==> src/rtl/conv33_pkg.sv <==
// Shared constants and state encoding for the conv33 weight feeder.
package conv33_pkg;

   localparam int KERNEL_TAPS = 9;
   localparam int TAP_W       = 4;
   localparam int ACK_CNT_W   = 8;

   typedef enum logic [2:0] {
      IDLE,
      CLEAR,
      READ,
      DRAIN,
      WAIT_ACK,
      HOLD
   } state_t;

endpackage

==> src/rtl/conv33_rd_pipe.sv <==
// Two-stage valid/data delay from weight memory to the loader beat outputs.
module conv33_rd_pipe #(
   parameter int DATA_WIDTH = 8
) (
   input  logic                  clk,
   input  logic                  rst,
   input  logic                  rd_en,
   input  logic [DATA_WIDTH-1:0] rdata,
   output logic                  stage1_valid,
   output logic                  load_en,
   output logic [DATA_WIDTH-1:0] load_data
);

   always_ff @(posedge clk) begin
      if (rst) begin
         stage1_valid <= 1'b0;
         load_en      <= 1'b0;
         load_data    <= '0;
      end else begin
         stage1_valid <= rd_en;
         load_en      <= stage1_valid;
         if (stage1_valid)
            load_data <= rdata;
      end
   end

endmodule

==> src/rtl/conv33_weight_feeder.sv <==
// Streams 3x3 kernels from weight memory into the conv33 weight loader,
// one kernel per clear/load/ack/hold handshake.
module conv33_weight_feeder
   import conv33_pkg::*;
#(
   parameter int DATA_WIDTH  = 8,
   parameter int ADDR_WIDTH  = 8,
   parameter int NUM_KERNELS = 16,
   parameter int BASE_ADDR   = 0,
   parameter int ACK_TIMEOUT = 15,
   localparam int IDX_W      = $clog2(NUM_KERNELS) + 1
) (
   input  logic                  clk,
   input  logic                  rst,
   input  logic                  start,
   input  logic                  next_kernel,
   output logic                  mem_rd_en,
   output logic [ADDR_WIDTH-1:0] mem_addr,
   input  logic [DATA_WIDTH-1:0] mem_rdata,
   output logic                  loader_clr,
   output logic                  load_en,
   output logic [DATA_WIDTH-1:0] load_data,
   input  logic                  weight_load,
   output logic [IDX_W-1:0]      kernel_idx,
   output logic                  kernel_ready,
   output logic                  busy,
   output logic                  done,
   output logic                  error
);

   state_t                state;
   logic [ADDR_WIDTH-1:0] addr_cnt;
   logic [TAP_W-1:0]      tap_cnt;
   logic [ACK_CNT_W-1:0]  ack_cnt;
   logic                  stage1_valid;

   assign busy = (state != IDLE);

   conv33_rd_pipe #(
      .DATA_WIDTH(DATA_WIDTH)
   ) u_rd_pipe (
      .clk         (clk),
      .rst         (rst),
      .rd_en       (mem_rd_en),
      .rdata       (mem_rdata),
      .stage1_valid(stage1_valid),
      .load_en     (load_en),
      .load_data   (load_data)
   );

   always_ff @(posedge clk) begin
      if (rst) begin
         state        <= IDLE;
         addr_cnt     <= ADDR_WIDTH'(BASE_ADDR);
         tap_cnt      <= '0;
         ack_cnt      <= '0;
         mem_rd_en    <= 1'b0;
         mem_addr     <= '0;
         loader_clr   <= 1'b0;
         kernel_idx   <= '0;
         kernel_ready <= 1'b0;
         done         <= 1'b0;
         error        <= 1'b0;
      end else begin
         loader_clr <= 1'b0;
         done       <= 1'b0;
         unique case (state)
            IDLE: begin
               if (start) begin
                  state      <= CLEAR;
                  loader_clr <= 1'b1;
                  kernel_idx <= '0;
                  addr_cnt   <= ADDR_WIDTH'(BASE_ADDR);
                  error      <= 1'b0;
               end
            end
            CLEAR: begin
               state     <= READ;
               mem_rd_en <= 1'b1;
               mem_addr  <= addr_cnt;
               addr_cnt  <= addr_cnt + ADDR_WIDTH'(1);
               tap_cnt   <= TAP_W'(1);
            end
            READ: begin
               if (tap_cnt == TAP_W'(KERNEL_TAPS)) begin
                  mem_rd_en <= 1'b0;
                  state     <= DRAIN;
               end else begin
                  mem_addr <= addr_cnt;
                  addr_cnt <= addr_cnt + ADDR_WIDTH'(1);
                  tap_cnt  <= tap_cnt + TAP_W'(1);
               end
            end
            DRAIN: begin
               // last beat is on load_en with nothing behind it
               if (load_en && !stage1_valid) begin
                  state   <= WAIT_ACK;
                  ack_cnt <= '0;
               end
            end
            WAIT_ACK: begin
               if (weight_load) begin
                  state        <= HOLD;
                  kernel_ready <= 1'b1;
               end else if (ack_cnt == ACK_CNT_W'(ACK_TIMEOUT - 1)) begin
                  state <= IDLE;
                  error <= 1'b1;
                  done  <= 1'b1;
               end else begin
                  ack_cnt <= ack_cnt + ACK_CNT_W'(1);
               end
            end
            HOLD: begin
               if (next_kernel) begin
                  kernel_ready <= 1'b0;
                  if (kernel_idx == IDX_W'(NUM_KERNELS - 1)) begin
                     state <= IDLE;
                     done  <= 1'b1;
                  end else begin
                     state      <= CLEAR;
                     loader_clr <= 1'b1;
                     kernel_idx <= kernel_idx + IDX_W'(1);
                  end
               end
            end
            default: state <= IDLE;
         endcase
      end
   end

endmodule

==> config.mk <==
export PLATFORM = sky130hd
export DESIGN_NAME = conv33_weight_feeder
export DESIGN_NICKNAME = d
export VERILOG_FILES = /design/src/rtl/conv33_pkg.sv /design/src/rtl/conv33_rd_pipe.sv /design/src/rtl/conv33_weight_feeder.sv
export SDC_FILE = /design/constraint.sdc
export NUM_CORES = 1
export LEC_CHECK = 0
export ABC_AREA = 0
export BUFFER_PORTS_ARGS = -buffer_cell sky130_fd_sc_hd__buf_4
export CAP_MARGIN = 20
export CORE_MARGIN = 2
export CORE_UTILIZATION = 55
export DETAILED_ROUTE_END_ITERATION = 8
export HOLD_SLACK_MARGIN = 0.06
export MAX_ROUTING_LAYER = met4
export PLACE_DENSITY = 0.76
export SLEW_MARGIN = 10
export SYNTH_ARGS = -nofsm -noshare
export SYNTH_HDL_FRONTEND = slang
export SYNTH_SLANG_ARGS = --single-unit
export TNS_END_PERCENT = 5
==> constraint.sdc <==
create_clock -name clk -period 2.9 [get_ports clk]
set_clock_uncertainty 0.15 [all_clocks]
set_input_delay 0.29 -clock clk [delete_from_list [all_inputs] [get_ports clk]]
set_output_delay 0.29 -clock clk [all_outputs]
set_load 0.005 [all_outputs]
==> impl_metrics.py, run 1 <==
metrics = {
    "status": {
        "status": "finished clean",
    },
    "sta": {
        "hold_viol": 0,
        "finalSetupViolCount": 0,
        "slew_headroom": 0.453,
        "min_period_ps": 2210,
        "worst_slew_pin_slew_ps": 821,
        "slew_viol_final": 0,
        "fmax_mhz": 452,
        "finalSetupTns_ps": 0,
        "rsz0062_at_grt": "false",
        "min_period_over_period": 0.763,
    },
    "drt": {
        "wl_met3_um": 216,
        "wl_met1_mm": 2.59,
        "via_per_inst": 5.82,
        "dr.pass1.iters": 4,
        "drtIter0Drc": 97,
        "vias": 2123,
        "wl_met2_mm": 2.19,
        "post_drt_wl_per_cell_um": 13.8,
        "postRouteWirelength_mm": 5.04,
        "ant_nets": 0,
        "top_layer": "met4",
        "drc": 0,
    },
    "cells_and_area": {
        "layout.cells.non_filler": 365,
        "final_nets": 333,
        "diodes": 0,
        "drive_gt1_frac": 0.185,
        "areaGrowthSynthToFinish_pct": 15.8,
    },
    "place": {
        "place_inst": 355,
        "gp_congestion": 0.828,
        "port_buffers": 40,
        "dp_hpwl_mm": 3.46,
    },
    "cts": {
        "path_clk_slew_ps": 100,
        "post_cts_buffers": 0,
        "cts_root_buf": "clkbuf_8",
        "clock_latency_ps": 310,
        "cts_tree": "done",
        "cts.path.max_buffers": 2,
        "cts.sinks": 51,
        "htreeDepth": 2,
        "cts_resized": 0,
        "cts_made_buffers": 5,
        "postCtsHoldBufs": 2,
    },
    "synth": {
        "synthMuxAreaShare": 0.0598,
        "synth_fa_ha_area_frac": 0.0399,
        "postSynthCellCount": 281,
        "synth_compound_area_frac": 0.185,
        "netlist_area_um2": 2510,
        "ys.flop_type": "dfxtp_1",
        "syn_avg_cell_area_um2": 8.94,
        "yosys.area_share.simple": 0.256,
        "ys.warnings.count": 0,
        "ys_seq_area_frac": 0.407,
        "ys_types": 54,
        "synth_seq_cells": 51,
        "yosys.area_share.xor_xnor": 0.00698,
        "synth_edf_count": 0,
        "synth_fp_nets": 302,
        "synth_top_family_by_area": "simple AND/OR/NAND/NOR gates",
        "async_flop_share": 0,
    },
    "worst_setup_path": {
        "timing.reg2reg.setup_slack_ps": 690,
        "cp_max_fo": 20,
        "critical_path_class": "flip-flop to flip-flop",
        "crit_arrival_ps": 2270,
        "critical_path_required_ps": 2960,
        "critPathLaunchType": "flip-flop",
        "endpoint_kind": "flip-flop",
    },
    "floorplan": {
        "dieArea_um2": 5120,
        "pin_count": 41,
        "die_w_um": 71.6,
        "die_h_um": 71.6,
        "initial_utilization": 0.573,
        "rows": 24,
        "coreArea_um2": 4380,
    },
    "run": {
        "maxCapViolations": 0,
    },
    "global_route": {
        "grt_pass1_wl_mm": 8.67,
        "antenna_found_initial": 0,
        "overflow": 0,
        "gr-usage-all-layers": 0.216,
        "first_global_vias": 1853,
        "grt_max_degree": 40,
    },
    "power": {
        "peakVddDrop_mv": 0.377,
        "powerDensity_nw_per_um2": 642,
        "p_leak_uw": 0.00111,
    },
    "worst_hold_path": {
        "hold_class": "input pin to flip-flop",
    },
}
-- metal layers --
layer / up-vias / track usage
li1: 1098 / -
met1: 975 / 0.310
met2: 44 / 0.313
met3: 6 / 0.0422
met4: 0 / 0.0566
met5: - / -
-- flip-flops by register name, indices dropped and copies added (netlist names) --
signal,count
ack_cnt,8
addr_cnt,8
done,1
error,1
kernel_idx,5
kernel_ready,1
loader_clr,1
mem_addr,8
mem_rd_en,1
state,3
tap_cnt,4
u_rd_pipe.load_data,8
u_rd_pipe.load_en,1
u_rd_pipe.stage1_valid,1
-- metrics by stage --
| step | hold slack, ps | setup slack, ps | area [um^2] | util | total power (uW) |
|---|---|---|---|---|---|
| floorplan | 288 | 985 | 2510 | - | 1310 |
| global placement | 309 | 789 | 2800 | 0.638 | 1450 |
| detailed placement | 311 | 708 | 2800 | 0.638 | 1460 |
| CTS | 64.1 | 676 | 2910 | 0.663 | 1880 |
| global route | 96.5 | 406 | 2910 | 0.663 | 1990 |
| finish | 64.8 | 687 | 2910 | 0.663 | 1870 |
-- cell families (layout without fill, tap and decap cells) --
group | Yosys count | count (layout)
flops | 51 | 51
buf+inv | 26 | 58
xor+xnor | 2 | 2
simple gates | 107 | 107
compound gates | 72 | 72
mux | 15 | 15
fa+ha+maj | 8 | 8
-- layout make-up --
type                       instances  area [um^2]
clock buffer                       5         68.8
tap                               52         65.1
inverter                           7         26.3
clock inverter                     3         23.8
fill                             399         1480
multi-input combinational        204         1380
sequential                        51         1020
timing repair buffer              43          328
-- power breakdown --
| group | internal, uW | switching [uW] | total (uW) |
|---|---|---|---|
| Combinational | 256 | 292 | 548 |
| Sequential | 773 | 130 | 903 |
| Clock | 173 | 242 | 414 |
-- layout by cell type (no fill, tap or decap), drive strengths merged, types with 3 or more instances in the layout --
master	count
dfxtp	51
buf	41
a21oi	29
nor2	19
nand3	16
mux2i	15
o21ai	12
nand2b	11
nand2	10
ha	8
inv	8
o31ai	6
or4	6
or3	5
clkbuf	5
nor4	5
and3b	4
nor3	4
nor2b	4
nand4	4
a211oi	4
a21boi	4
and3	3
nand3b	3
o21a	3
and2	3
nor4b	3
-- synthesized netlist by cell type (2+ instances only) --
master	instances	area, um^2
a211oi_1	4	30.0
nand4b_1	2	17.5
xnor2_1	2	17.5
nand4_1	4	25.0
and2_1	3	18.8
and4_1	2	17.5
ha_1	8	100
a21o_1	2	15.0
nand2_1	10	37.5
mux2i_1	15	150
a21boi_1	3	22.5
inv_1	7	26.3
a21oi_1	27	135
o21a_1	3	22.5
nand2b_1	11	68.8
nand3b_1	3	22.5
or3_1	5	31.3
nor3_1	4	20.0
and3b_1	4	35.0
o21ai_0	11	55.1
o31ai_1	6	45.0
buf_2	5	25.0
or3b_1	2	17.5
a21oi_2	2	17.5
dfxtp_1	51	1020
clkbuf_1	11	41.3
nor2_1	19	71.3
and3_1	3	18.8
or4_1	6	45.0
nor4_1	4	25.0
nand3_1	16	80.1
nor2b_1	4	25.0
-- path summary, 6_finish.rpt --
kind                                               start                                  end  cells after the start
worst min register to register  mem_addr[4]$_SDFFE_PP0P_             mem_addr[4]$_SDFFE_PP0P_                      2
worst min-delay path                        mem_rdata[2]  u_rd_pipe.load_data[2]$_SDFFE_PP0P_                      3
worst max-delay path               state[0]$_SDFFE_PP0P_              ack_cnt[7]$_SDFFE_PP0P_                      4
worst max register to register     state[0]$_SDFFE_PP0P_              ack_cnt[7]$_SDFFE_PP0P_                      4
-- worst max-delay path, cell delays in order (launching register included) --
cell and delay (ps):
dfxtp_1 520, and3b_1 360, a21oi_1 690, nand2b_1 120
o41ai_1 250
(Power assumes the default switching activity.)
==> run 2: changes to the inputs <==
--- a/config.mk
+++ b/config.mk
@@ -5,7 +5,7 @@
 export SDC_FILE = /design/constraint.sdc
 export NUM_CORES = 1
 export LEC_CHECK = 0
-export ABC_AREA = 0
+export ABC_AREA = 1
 export BUFFER_PORTS_ARGS = -buffer_cell sky130_fd_sc_hd__buf_4
 export CAP_MARGIN = 20
 export CORE_MARGIN = 2
==> constraint.sdc (replaced) <==
create_clock -name clk -period 2.3 [get_ports clk]
set_clock_uncertainty 0.15 [all_clocks]
set_input_delay 0.23 -clock clk [delete_from_list [all_inputs] [get_ports clk]]
set_output_delay 0.23 -clock clk [all_outputs]
set_load 0.005 [all_outputs]
==> run 2 against run 1 <==
Sequential share of layout area down 1.2 points. Utilization up 2.7 points. Cell area up 3.4%. Power up 67%. Via count up 5.5%. First-iteration DRC count up 32%. Sequential cell count unchanged. Sequential power up 40%. Critical endpoint is now mem_addr[4]$_SDFFE_PP0P_. Largest power group unchanged. Highest routed layer unchanged.
==> impl_metrics.py, run 2 <==
metrics = {
    "worst_setup_path": {
        "crit_cells": 7,
        "critical_path_class": "flip-flop to flip-flop",
        "cp_max_fo": 17,
        "crit_chain": "nand3_2, nand2_2, inv_2, nor2_4, inv_2, nor2_1, nor2_1",
        "endpoint_kind": "flip-flop",
        "max_stage_delay_ps": 620,
        "cpLargestDelayFamily": "simple AND/OR/NAND/NOR gates",
        "critPathLaunchType": "flip-flop",
        "worst_r2r_path_depth": 7,
        "critical_path_required_ps": 2360,
        "cp_num_buf_inv": 2,
        "crit_arrival_ps": 1890,
        "cp_slowest_cell": "dfxtp_1",
    },
    "cells_and_area": {
        "final_nets": 408,
        "areaGrowthSynthToFinish_pct": 21.1,
        "fillers": 359,
        "design_area_um2": 3010,
        "mostFrequentLayoutCells": "63 x nand2_1, 63 x nor2_1, 51 x dfxtp_1",
        "regArea_um2": 1020,
        "multi_input_area_um2": 1280,
        "diodes": 0,
        "drive_gt1_frac": 0.196,
    },
    "global_route": {
        "grt_max_degree": 23,
        "gr-usage-all-layers": 0.238,
        "grt_pass1_wl_mm": 9.49,
        "antenna_found_initial": 0,
        "overflow": 0,
        "first_global_vias": 2128,
    },
    "status": {
        "status": "finished clean",
    },
    "synth": {
        "synthDominantCellAreaShare": 0.411,
        "ys_seq_area_frac": 0.411,
        "synth_commonest_cells": "63 x nand2_1, 63 x nor2_1, 51 x dfxtp_1, 27 x a21oi_1, 27 x inv_1",
        "synth_top_area_cell": "dfxtp_1",
        "ys.warnings.count": 0,
        "ys_types": 34,
        "netlist_top_cells_area": "dfxtp_1 41%, nand2_1 9.5%, nor2_1 9.5%",
        "netlist_area_um2": 2480,
        "postSynthCellCount": 338,
        "synth_seq_cells": 51,
        "synth_edf_count": 0,
        "synth_fp_nets": 359,
        "async_flop_share": 0,
        "ys.flop_type": "dfxtp_1",
        "syn_avg_cell_area_um2": 7.35,
    },
    "sta": {
        "rsz0062_at_grt": "false",
        "hold_viol": 0,
        "min_period_ps": 1840,
        "finalSetupTns_ps": 0,
        "min_period_over_period": 0.799,
        "slew_headroom": 0.679,
        "fmax_mhz": 544,
        "worst_slew_pin_slew_ps": 481,
        "finalSetupViolCount": 0,
        "slew_viol_final": 0,
    },
    "cts": {
        "cts.path.max_buffers": 2,
        "cts_root_buf": "clkbuf_8",
        "htreeDepth": 2,
        "cts_tree": "done",
        "cts.sinks": 51,
        "path_clk_slew_ps": 100,
        "clock_latency_ps": 310,
        "cts_resized": 0,
        "cts_made_buffers": 5,
    },
    "floorplan": {
        "pin_count": 41,
        "rows": 24,
        "coreArea_um2": 4350,
        "initial_utilization": 0.570,
        "die_w_um": 71.2,
        "die_h_um": 71.2,
        "dieArea_um2": 5070,
    },
    "power": {
        "power_frac_comb": 0.392,
        "switchingPower_uw": 1200,
        "power_frac_clock": 0.203,
        "intPower_uw": 1910,
        "p_sw_frac": 0.385,
        "power_frac_seq": 0.405,
        "p_leak_uw": 0.00128,
        "peakVddDrop_mv": 0.693,
        "powerDensity_nw_per_um2": 1030,
    },
    "drt": {
        "dr.pass1.iters": 4,
        "postRouteWirelength_mm": 5.44,
        "vias": 2239,
        "ant_nets": 0,
        "post_drt_wl_per_cell_um": 12.4,
        "via_per_inst": 5.09,
        "drtIter0Drc": 128,
        "drc": 0,
    },
    "place": {
        "dp_hpwl_mm": 3.91,
        "port_buffers": 40,
        "dpl_cell_area_um2": 2810,
        "gp_congestion": 0.818,
    },
    "worst_hold_path": {
        "hold_class": "input pin to flip-flop",
        "hold_depth": 2,
    },
    "run": {
        "maxCapViolations": 0,
    },
}
[run 2: repair_timing]
item	in CTS	in global routing
setup buffers	0	0
endpoints found under the setup margin	0	0
hold buffers	8	0
hold endpoints to repair	8	0
[run 2: power groups by stage]
stage | logic, uW | registers, uW | clock network (uW)
3_3_place_gp | 1180 | 1270 | 0
2_1_floorplan | 826 | 1230 | 0
6_report | 1220 | 1260 | 631
4_1_cts | 1220 | 1260 | 645
5_1_grt | 1380 | 1290 | 678
3_5_place_dp | 1200 | 1270 | 0
[run 2: worst register-to-register path, stage by stage, from the launching register on]
cell,delay (ps)
dfxtp_1,620
nand3_2,190
nand2_2,110
inv_2,50
nor2_4,270
inv_2,130
nor2_1,150
nor2_1,60
[run 2: metal layers]
metal  vias to the layer above  global-route usage  wire, um
met4                         0              0.0503        54
li1                       1187                   -         -
met1                      1001               0.312      2660
met2                        45               0.378      2510
met5                         -                   -         0
met3                         6              0.0527       220
[run 2: layout make-up]
type / count / share of cell area
multi-input combinational: 246 / 0.427
sequential: 51 / 0.340
timing repair buffer: 49 / 0.129
inverter: 34 / 0.0441
clock buffer: 5 / 0.0229
tap: 52 / 0.0216
clock inverter: 3 / 0.0154
[run 2: path summary, 6_finish.rpt]
| kind | slack [ps] | from | endpoint |
|---|---|---|---|
| worst max-delay path | 460 | state[0]$_SDFFE_PP0P_ | mem_addr[4]$_SDFFE_PP0P_ |
| worst max register to register | 460 | state[0]$_SDFFE_PP0P_ | mem_addr[4]$_SDFFE_PP0P_ |
| worst min register to register | 300 | mem_rd_en$_SDFFE_PP0P_ | u_rd_pipe.stage1_valid$_SDFF_PP0_ |
| worst min-delay path | 100 | rst | addr_cnt[0]$_SDFFE_PP0P_ |
[run 2: metrics by stage]
step                      setup WS (ps)  power, uW  hold WS (ps)  cells  utilization
after global routing                294       3350           104    440        0.691
after floorplan                     679       2060           163    338            -
after detailed placement            498       2470           287    424        0.646
after CTS                           479       3120           100    440        0.691
final                               462       3110           103    440        0.691
after global placement              561       2450           280    424        0.646
[run 2: logic make-up (layout without fill, tap and decap cells)]
kind of cell    after synthesis  count (layout)  synth area share
buf+inv                      41              91            0.0715
fa+ha+maj                     8               8            0.0403
flops                        51              51             0.411
compound gates               58              58             0.128
simple gates                175             175             0.331
xor+xnor                      5               5            0.0176
==> run 3: changes to the inputs <==
==> constraint.sdc (replaced) <==
create_clock -name clk -period 1.9 [get_ports clk]
set_clock_uncertainty 0.15 [all_clocks]
set_input_delay 0.19 -clock clk [delete_from_list [all_inputs] [get_ports clk]]
set_output_delay 0.19 -clock clk [all_outputs]
set_load 0.005 [all_outputs]
==> run 3 against run 2 <==
Utilization grew 0.40 points. Combinational power grew 25%. Setup slack lost 330 ps. Fmax grew 4.1%. Sequential cell count is the same. Power grew 18%. Worst hold slack gained 7.7 ps.
==> impl_metrics.py, run 3 (synthesis gave the netlist of run 2 again) <==
metrics = {
    "status": {
        "status": "finished clean",
    },
    "sta": {
        "min_period_ps": 1770,
        "rsz0062_at_grt": "false",
        "hold_viol": 0,
        "min_period_over_period": 0.930,
        "fmax_mhz": 566,
        "slew_viol_final": 0,
        "slew_headroom": 0.695,
        "finalSetupTns_ps": 0,
        "layout_setup_ws_ps": 134,
        "finalSetupViolCount": 0,
        "worst_slew_pin_slew_ps": 457,
    },
    "place": {
        "place_inst": 427,
        "gp_congestion": 0.828,
        "dp_hpwl_mm": 3.96,
        "port_buffers": 40,
        "dp_slack_ps": 101,
    },
    "cts": {
        "cts.sinks": 51,
        "htreeDepth": 2,
        "path_clk_slew_ps": 100,
        "cts_made_buffers": 5,
        "clock_latency_ps": 310,
        "cts.path.max_buffers": 2,
        "cts_tree": "done",
        "cts_root_buf": "clkbuf_8",
    },
    "drt": {
        "drc": 0,
        "via_per_inst": 5.19,
        "vias": 2308,
        "post_drt_wl_per_cell_um": 12.4,
        "dr.pass1.iters": 4,
        "ant_nets": 0,
        "postRouteWirelength_mm": 5.52,
        "drtIter0Drc": 121,
    },
    "worst_setup_path": {
        "max_stage_delay_ps": 350,
        "crit_chain": "ha_1, nand2_1, nor2_1, ha_1, o21ai_2, nand2_2, xor2_1, nor2_1",
        "crit_start": "kernel_idx[0]$_SDFFE_PP0P_",
        "critPathLaunchType": "flip-flop",
        "crit_arrival_ps": 1810,
        "worst_r2r_path_depth": 8,
        "timing.rr.start": "kernel_idx[0]$_SDFFE_PP0P_",
        "endpoint_kind": "flip-flop",
        "cp_slowest_cell": "dfxtp_1",
        "critical_path_required_ps": 1940,
        "critical_path_class": "flip-flop to flip-flop",
        "cp_max_fo": 5,
    },
    "power": {
        "powerDensity_nw_per_um2": 1220,
        "peakVddDrop_mv": 0.685,
        "p_leak_uw": 0.00130,
    },
    "floorplan": {
        "pin_count": 41,
        "die_w_um": 71.2,
        "dieArea_um2": 5070,
        "initial_utilization": 0.570,
        "coreArea_um2": 4350,
        "die_h_um": 71.2,
        "rows": 24,
    },
    "cells_and_area": {
        "areaGrowthSynthToFinish_pct": 21.8,
        "layout.cells.non_filler": 445,
        "diodes": 0,
        "drive_gt1_frac": 0.206,
        "final_nets": 413,
        "mostFrequentLayoutCells": "63 x nand2_1, 63 x nor2_1, 49 x dfxtp_1",
        "fin_util": 0.695,
    },
    "worst_hold_path": {
        "hold_class": "input pin to flip-flop",
        "hold_depth": 4,
        "min_from": "next_kernel",
    },
    "global_route": {
        "antenna_found_initial": 0,
        "overflow": 0,
        "met1_usage": 0.294,
        "grt_max_degree": 23,
        "grt_use_met2": 0.392,
        "busiest_layer": "met2",
        "grt_pass1_wl_mm": 9.43,
        "use_met3": 0.0584,
        "first_global_vias": 2136,
        "gr-usage-all-layers": 0.240,
    },
    "run": {
        "maxCapViolations": 0,
    },
}
==> run 3: power breakdown <==
group	internal, uW	switching, uW
Combinational	633	892
Sequential	1320	196
Clock	260	375
==> run 3: repair_timing <==
| action | CTS | global route |
|---|---|---|
| hold buffers | 9 | 1 |
| setup buffers | 0 | 0 |
| gates resized for setup | 0 | 2 |
| hold endpoints to repair | 9 | 1 |
| setup endpoints to repair | 0 | 6 |
==> run 3: layer usage <==
layer  up-vias  wire length, um
li1       1207                -
met1      1049             2510
met2        47             2700
met3         5              245
met4         0               56
met5         -                0
==> run 3: path summary, 6_finish.rpt <==
| kind | endpoint | slack, ps |
|---|---|---|
| max | kernel_idx[0]$_SDFFE_PP0P_ | 130 |
| min | done$_SDFF_PP0_ | 110 |
| max reg2reg | kernel_idx[0]$_SDFFE_PP0P_ | 130 |
| min reg2reg | u_rd_pipe.stage1_valid$_SDFF_PP0_ | 290 |
==> run 3: area by class of cell <==
type / count / area (um^2)
Fill cell: 367 / 1330
Timing Repair Buffer: 54 / 430
Clock inverter: 3 / 18.8
Sequential cell: 51 / 1020
Multi-Input combinational cell: 246 / 1280
Inverter: 34 / 133
Clock buffer: 5 / 68.8
Tap cell: 52 / 65.1
==> run 3: through the flow <==
| stage | hold WS (ps) | area (um^2) | total power (uW) |
|---|---|---|---|
| global placement | 261 | 2830 | 3010 |
| detailed placement | 268 | 2830 | 3030 |
| floorplan | 123 | 2480 | 2490 |
| CTS | 73.2 | 3010 | 3680 |
| global route | 125 | 3020 | 3970 |
| finish | 111 | 3020 | 3670 |
==> run 3: worst max-delay path: cells and delay by family, from the launching register on <==
| family | cells | cell delay (ps) |
|---|---|---|
| DFF | 1 | 350 |
| and+or+nand+nor | 4 | 330 |
| AOI/OAI and AO/OA | 1 | 250 |
| adders and majority gates | 2 | 420 |
| xor gates and xnor gates | 1 | 150 |
